## src/rtl/ex_stage.sv

```systemverilog
// ex_stage: MIPS execute stage - registered decode bus, one-hot ALU, data SRAM request, HI/LO, iterative divider.
// Latency: ALU/SRAM outputs in the cycle after the bus is latched; DIV/DIVU hold EX for 33 stall cycles.
// Backpressure: stall[2]/stall[3] hold or bubble the input register; stallreq_for_ex raised while the divider works.
// Build option: define EX_ITER_MUL_EN to run MULT/MULTU through the iterative unit (32-cycle shift-add).
module ex_stage #(
  parameter int ID_TO_EX_WD  = 159,
  parameter int EX_TO_MEM_WD = 76,
  parameter int DIV_CYCLES   = 32
) (
  input  logic                    clk,
  input  logic                    rst,
  input  logic [5:0]              stall,
  input  logic [ID_TO_EX_WD-1:0]  id_to_ex_bus,
  output logic [EX_TO_MEM_WD-1:0] ex_to_mem_bus,
  output logic [37:0]             ex_to_rf_bus,
  output logic                    ex_is_load,
  output logic                    stallreq_for_ex,
  output logic                    data_sram_en,
  output logic [3:0]              data_sram_wen,
  output logic [31:0]             data_sram_addr,
  output logic [31:0]             data_sram_wdata
);

  localparam logic [1:0] IDLE = 2'd0;
  localparam logic [1:0] RUN  = 2'd1;
  localparam logic [1:0] DONE = 2'd2;
  localparam int CNT_W = $clog2(DIV_CYCLES) + 1;

  logic [ID_TO_EX_WD-1:0] bus_r;

  // Input register: bubble when EX stalls but MEM moves on, hold when both stall
  always_ff @(posedge clk or posedge rst) begin
    if (rst)                        bus_r <= '0;
    else if (stall[2] && !stall[3]) bus_r <= '0;
    else if (!stall[2])             bus_r <= id_to_ex_bus;
  end

  logic [31:0] pc, inst, data1, data2;
  logic [11:0] alu_op;
  logic [2:0]  sel_src1;
  logic [3:0]  sel_src2, ram_wen;
  logic        ram_en, rf_we, sel_rf_res;
  logic [4:0]  rf_waddr;

  assign pc         = bus_r[158:127];
  assign inst       = bus_r[126:95];
  assign alu_op     = bus_r[94:83];
  assign sel_src1   = bus_r[82:80];
  assign sel_src2   = bus_r[79:76];
  assign ram_en     = bus_r[75];
  assign ram_wen    = bus_r[74:71];
  assign rf_we      = bus_r[70];
  assign rf_waddr   = bus_r[69:65];
  assign sel_rf_res = bus_r[64];
  assign data1      = bus_r[63:32];
  assign data2      = bus_r[31:0];

  // HI/LO-related instructions are recognised here rather than in decode
  logic special;
  logic is_mult, is_multu, is_div, is_divu, is_mfhi, is_mflo, is_mthi, is_mtlo;
  assign special  = (inst[31:26] == 6'd0);
  assign is_mfhi  = special && (inst[5:0] == 6'h10);
  assign is_mthi  = special && (inst[5:0] == 6'h11);
  assign is_mflo  = special && (inst[5:0] == 6'h12);
  assign is_mtlo  = special && (inst[5:0] == 6'h13);
  assign is_mult  = special && (inst[5:0] == 6'h18);
  assign is_multu = special && (inst[5:0] == 6'h19);
  assign is_div   = special && (inst[5:0] == 6'h1A);
  assign is_divu  = special && (inst[5:0] == 6'h1B);

  logic [31:0] src1, src2, imm_sx, imm_zx, sra_res, alu_res;
  logic [4:0]  sh;
  assign imm_sx = {{16{inst[15]}}, inst[15:0]};
  assign imm_zx = {16'd0, inst[15:0]};
  assign src1 = ({32{sel_src1[0]}} & data1) | ({32{sel_src1[1]}} & pc)
              | ({32{sel_src1[2]}} & {27'd0, inst[10:6]});
  assign src2 = ({32{sel_src2[0]}} & data2) | ({32{sel_src2[1]}} & imm_sx)
              | ({32{sel_src2[2]}} & 32'd8) | ({32{sel_src2[3]}} & imm_zx);
  assign sh      = src1[4:0];
  assign sra_res = $unsigned($signed(src2) >>> sh);
  assign alu_res = ({32{alu_op[11]}} & (src1 + src2))
                 | ({32{alu_op[10]}} & (src1 - src2))
                 | ({32{alu_op[9]}}  & {31'd0, $signed(src1) < $signed(src2)})
                 | ({32{alu_op[8]}}  & {31'd0, src1 < src2})
                 | ({32{alu_op[7]}}  & (src1 & src2))
                 | ({32{alu_op[6]}}  & ~(src1 | src2))
                 | ({32{alu_op[5]}}  & (src1 | src2))
                 | ({32{alu_op[4]}}  & (src1 ^ src2))
                 | ({32{alu_op[3]}}  & (src2 << sh))
                 | ({32{alu_op[2]}}  & (src2 >> sh))
                 | ({32{alu_op[1]}}  & sra_res)
                 | ({32{alu_op[0]}}  & {src2[15:0], 16'd0});

  // Iterative unit state: rem/quo double as product high/low halves for multiply
  logic [1:0]       state;
  logic [CNT_W-1:0] cnt;
  logic [31:0]      rem, quo, dvs;
  logic             neg_q, neg_r, op_mul;

  logic        div_start, mul_start, it_start, mul_wr, sgn, a_neg, b_neg;
  logic [31:0] a_mag, b_mag;
  logic [63:0] mul_prod;
  assign div_start = is_div | is_divu;

`ifdef EX_ITER_MUL_EN
  assign mul_start = is_mult | is_multu;
  assign mul_wr    = 1'b0;
  assign mul_prod  = 64'd0;
`else
  assign mul_start = 1'b0;
  assign mul_wr    = is_mult | is_multu;
  assign mul_prod  = {{32{is_mult & data1[31]}}, data1} * {{32{is_mult & data2[31]}}, data2};
`endif

  assign it_start = div_start | mul_start;
  assign sgn   = is_div | is_mult;
  assign a_neg = sgn & data1[31];
  assign b_neg = sgn & data2[31];
  assign a_mag = a_neg ? -data1 : data1;
  assign b_mag = b_neg ? -data2 : data2;
  assign stallreq_for_ex = (state == RUN) || ((state == IDLE) && it_start);

  logic [32:0] shl, msum;
  logic [33:0] trial;
  assign shl   = {rem, quo[31]};
  assign trial = {1'b0, shl} - {2'b00, dvs};
  assign msum  = {1'b0, rem} + (quo[0] ? {1'b0, dvs} : 33'd0);

  logic [63:0] mul_fin;
  logic [31:0] q_fin, r_fin, it_hi, it_lo;
  assign mul_fin = neg_q ? -{rem, quo} : {rem, quo};
  assign q_fin   = neg_q ? -quo : quo;
  assign r_fin   = neg_r ? -rem : rem;
  assign it_hi   = op_mul ? mul_fin[63:32] : r_fin;
  assign it_lo   = op_mul ? mul_fin[31:0]  : q_fin;

  // Divider/multiplier FSM: capture magnitudes, iterate one bit per cycle, wait for commit
  always_ff @(posedge clk or posedge rst) begin
    if (rst) begin
      state  <= IDLE;
      cnt    <= '0;
      rem    <= '0;
      quo    <= '0;
      dvs    <= '0;
      neg_q  <= 1'b0;
      neg_r  <= 1'b0;
      op_mul <= 1'b0;
    end else begin
      case (state)
        IDLE: if (it_start) begin
          cnt    <= '0;
          dvs    <= b_mag;
          op_mul <= mul_start;
          if (div_start && (data2 == 32'd0)) begin
            // Divide by zero: preload so the DONE formulas yield LO=all-ones, HI=dividend
            rem   <= data1;
            quo   <= 32'hFFFF_FFFF;
            neg_q <= 1'b0;
            neg_r <= 1'b0;
            state <= DONE;
          end else begin
            rem   <= '0;
            quo   <= a_mag;
            neg_q <= a_neg ^ b_neg;
            neg_r <= a_neg;
            state <= RUN;
          end
        end
        RUN: begin
          if (op_mul) begin
            rem <= msum[32:1];
            quo <= {msum[0], quo[31:1]};
          end else if (!trial[33]) begin
            rem <= trial[31:0];
            quo <= {quo[30:0], 1'b1};
          end else begin
            rem <= shl[31:0];
            quo <= {quo[30:0], 1'b0};
          end
          cnt <= cnt + 1'b1;
          if (cnt == CNT_W'(DIV_CYCLES - 1)) state <= DONE;
        end
        DONE: if (!stall[2]) state <= IDLE;
        default: state <= IDLE;
      endcase
    end
  end

  logic [31:0] hi, lo;

  // HI/LO commit only on an advancing edge so a held instruction writes once
  always_ff @(posedge clk or posedge rst) begin
    if (rst) begin
      hi <= '0;
      lo <= '0;
    end else if (!stall[2]) begin
      if (state == DONE) begin
        hi <= it_hi;
        lo <= it_lo;
      end else if (state == IDLE) begin
        if (mul_wr) begin
          hi <= mul_prod[63:32];
          lo <= mul_prod[31:0];
        end
        if (is_mthi) hi <= data1;
        if (is_mtlo) lo <= data1;
      end
    end
  end

  logic        rf_we_x;
  logic [4:0]  rf_waddr_x;
  logic [31:0] result;
  assign rf_we_x    = rf_we | is_mfhi | is_mflo;
  assign rf_waddr_x = (is_mfhi | is_mflo) ? inst[15:11] : rf_waddr;
  assign result     = is_mfhi ? hi : (is_mflo ? lo : alu_res);

  assign ex_to_mem_bus   = {pc, ram_en, ram_wen, sel_rf_res, rf_we_x, rf_waddr_x, result};
  assign ex_to_rf_bus    = {rf_we_x, rf_waddr_x, result};
  assign ex_is_load      = sel_rf_res;
  assign data_sram_en    = ram_en;
  assign data_sram_wen   = (|ram_wen) ? 4'b1111 : 4'b0000;
  assign data_sram_addr  = alu_res;
  assign data_sram_wdata = data2;

  logic unused_bits;
  assign unused_bits = ^{stall[5:4], stall[1:0], inst[25:16], trial[32]};

endmodule
```

## config.mk

```make
export PLATFORM = sky130hd
export DESIGN_NAME = ex_stage
export DESIGN_NICKNAME = d
export VERILOG_FILES = /design/src/rtl/ex_stage.sv
export SDC_FILE = /design/constraint.sdc
export NUM_CORES = 2
export LEC_CHECK = 0
export ABC_AREA = 1
export BUFFER_PORTS_ARGS = -buffer_cell sky130_fd_sc_hd__clkbuf_2
export CAP_MARGIN = 20
export CORE_MARGIN = 2
export CORE_UTILIZATION = 35
export DETAILED_ROUTE_END_ITERATION = 12
export PLACE_DENSITY = 0.58
export SYNTH_ARGS = -nofsm -noshare
export SYNTH_HDL_FRONTEND = slang
export SYNTH_SLANG_ARGS = --single-unit
export TNS_END_PERCENT = 5
```

## constraint.sdc

```tcl
create_clock -name clk -period 9.5 [get_ports clk]
set_input_delay 0.475 -clock clk [delete_from_list [all_inputs] [get_ports clk]]
set_output_delay 0.475 -clock clk [all_outputs]
set_load 0.1 [all_outputs]
```

==> impl_metrics.csv <==
group,metric,value,unit
status,status,"complete, no violations",
critical_path,crit_family,"adder cells",
critical_path,worstPathRequired,10.04,ns
synthesis,synth_flop_cell,"dfrtp_1",
critical_path,reg2reg_to,"hi[22]$_DFFE_PP0P_",
synthesis,ys_warn_count,0,
worst_hold_path,min_to,"bus_r[81]$_DFFE_PP0P_",
cells_and_area,layout-drive-gt1-share,0.0728,
critical_path,cp-start-kind,"register",
critical_path,crit_buf_inv,6,
cells_and_area,final_core_util,0.380,
synthesis,avgSynthCellArea,7.03,sq um
drt,drc,0,
critical_path,reg2reg_slack,0.13,ns
timing,timing.final.crit_share,0.986,
cells_and_area,syn_to_final_growth,7.95,%
synthesis,synth_edf_count,0,
die,die_area,207000,sq um
timing,worst_pin_slew,1.33,ns
pwr,peakVddDrop,0.613,mV
die,row_count,165,
drt,detail-route-antenna-nets,0,
cells_and_area,final_common_cell,"nand2_1",
cells_and_area,design_area,76700,sq um
synthesis,yosysUniqueCellTypes,64,
worst_hold_path,hold_depth,3,
cells_and_area,num-nets-final,11800,
clocking,cts-root-buf,"clkbuf_16",
critical_path,worstPathArrival,9.90,ns
critical_path,r2r_cells,29,
cells_and_area,layout_common_cells,"2546 x nand2_1, 2131 x inv_1, 1128 x fa_1",
critical_path,crit_fanout,15,
clocking,cts.sinks,319,
critical_path,cp_slowest_cell,"fa_1",
global_route,overflow,0,
worst_hold_path,worstHoldStart,"id_to_ex_bus[81]",
place,hpwl,277000,um
pwr,leakage,39.2,nW
timing,skew,0.0301,ns
cells_and_area,fillers,21700,
die,io_pins,352,
critical_path,cpPeakStageDelay,0.69,ns
global_route,grt_usage,0.326,
global_route,grt_pass1_vias,69600,
critical_path,rr_startpoint,"bus_r[122]$_DFFE_PP0P_",
timing,finalSetupViolCount,0,
pwr,total_power,30.8,mW
drt,dr_total_vias,69600,
drt,via_per_inst,5.43,
timing,finalHoldWorstSlack,0.0261,ns
worst_hold_path,hp-class,"input pin to register",
clocking,cts_made_buffers,43,
clocking,clock_latency,0.67,ns
place,post_dp_cell_area,75000,sq um
synthesis,ys_seq_elements,319,
critical_path,endpoint_kind,"register",
job,maxCapViolCount,0,
clocking,htree_levels,2,
die,die_y,455,um
global_route,antenna_found_initial,22,
clocking,cts_buffer_depth,3,
synthesis,seq_area_frac_synth,0.112,
drt,post_drt_wl_per_cell,26.2,um
die,start_util,0.352,
synthesis,syn_nets,11800,
drt,drt_wl_total,336000,um
timing,maxSlewViolCount,0,
synthesis,async_flop_share,1.00,
clocking,cts_tree,"done",
synthesis,netlist_area,71100,sq um
place,portBuffers,337,
clocking,clkTransAtPathRegs,0.06,ns
critical_path,crit_top_cell,"fa_1",
die,coreArea,202000,sq um
place,gp_congestion,1.10,
drt,drt-initial-drc-count,8140,
timing,hold_viol,0,
timing,max-slew-margin-rel,0.106,
critical_path,crit_type,"register to register",
global_route,grt_first_pass_wirelength,488000,um
drt,dr.pass1.iters,8,
synthesis,syn_inst,10100,
die,dieWidth,455,um
timing,finalSetupTns,0,ns
timing,period_minus_slack,9.37,ns
timing,rsz0062_at_grt,"no",
timing,fmaxAchievable,107,MHz
pwr,power_density,401,nW/um^2
global_route,grt_start_max_net_pins,99,
[cell type report]
type	count	area [sq um]	share of cell area
Antenna cell	8	20.0	0.000261
Clock buffer	66	1250	0.0163
Clock inverter	13	139	0.00181
Inverter	2167	8150	0.106
Multi-Input combinational cell	7001	52100	0.679
Sequential cell	319	8020	0.105
Tap cell	2672	3340	0.0436
Timing Repair Buffer	580	3680	0.0479
[power breakdown]
part	switching, mW	internal (mW)
clock	0.770	0.941
sequential	0.569	1.68
combinational	19.0	7.82
total	20.3	10.4
[cells by family after synthesis]
| group | Yosys count | share of synthesized area |
|---|---|---|
| AND/OR/NAND/NOR | 4140 | 0.239 |
| buffers and inverters | 2790 | 0.155 |
| adder cells (fa/ha/maj) | 1474 | 0.379 |
| AO/OA/AOI/OAI | 1285 | 0.102 |
| flip-flops | 319 | 0.112 |
| XOR/XNOR | 102 | 0.0126 |
[per-stage QoR]
step,setup WS [ns],instances
floorplan,0.197,10100
finish,0.132,12800
detailed placement,0.324,12700
global route,0.0332,12800
global placement,0.318,12700
CTS,0.276,12800
[how the worst max path moves through the flow]
stage / startpoint / to / slack, ns / depth (start not counted)
final: bus_r[122]$_DFFE_PP0P_ / hi[22]$_DFFE_PP0P_ / 0.13 / 29
after floorplan: rst / bus_r[0]$_DFFE_PP0P_ / 0.20 / 1
after global placement: bus_r[122]$_DFFE_PP0P_ / hi[22]$_DFFE_PP0P_ / 0.32 / 31
after CTS: bus_r[122]$_DFFE_PP0P_ / hi[22]$_DFFE_PP0P_ / 0.28 / 30
after global routing: bus_r[124]$_DFFE_PP0P_ / hi[22]$_DFFE_PP0P_ / 0.03 / 29
after detailed placement: bus_r[122]$_DFFE_PP0P_ / hi[22]$_DFFE_PP0P_ / 0.32 / 30
[worst min-delay path: stages]
cell and delay, ns:
clkbuf_2 0.08, nand2_1 0.04, o21ai_0 0.06
[per-layer routing]
metal | vias up | routed length [um] | track usage
met1 | 35000 | 142000 | 0.446
met3 | 614 | 28600 | 0.0573
li1 | 30700 | - | -
met2 | 3313 | 143000 | 0.486
met4 | 12 | 23000 | 0.181
met5 | - | 83 | 0
[sequential cells by signal, summed over array words and instances, names as in the netlist, 2 cells and up]
name   count
bus_r    149
cnt        6
dvs       32
hi        32
lo        32
quo       32
rem       32
state      2
[cell usage after synthesis (16+ instances only)]
cell type	number	area [sq um]
dfrtp_1	319	7980
buf_4	114	856
nand3_1	726	3630
a31oi_1	50	313
clkbuf_1	310	1160
nor4_1	24	150
o22ai_1	54	338
nor2_1	645	2420
a21oi_1	333	1670
o21ai_0	561	2810
buf_2	77	385
inv_2	25	93.8
nor3_1	55	275
nand2_1	2549	9570
nand4_1	78	488
buf_1	119	447
fa_1	1128	22600
or2_2	16	100
o21ai_1	35	175
inv_1	2135	8010
o211ai_1	83	623
o21bai_1	44	330
xor2_1	90	788
ha_1	346	4330
[timing repair]
action	CTS	global route
hold buffers	26	0
gates resized for setup	0	1
endpoints found under the setup margin	0	1
setup buffers	0	4
hold endpoints to repair	41	0
No activity file was read; power rests on OpenSTA's default activity.
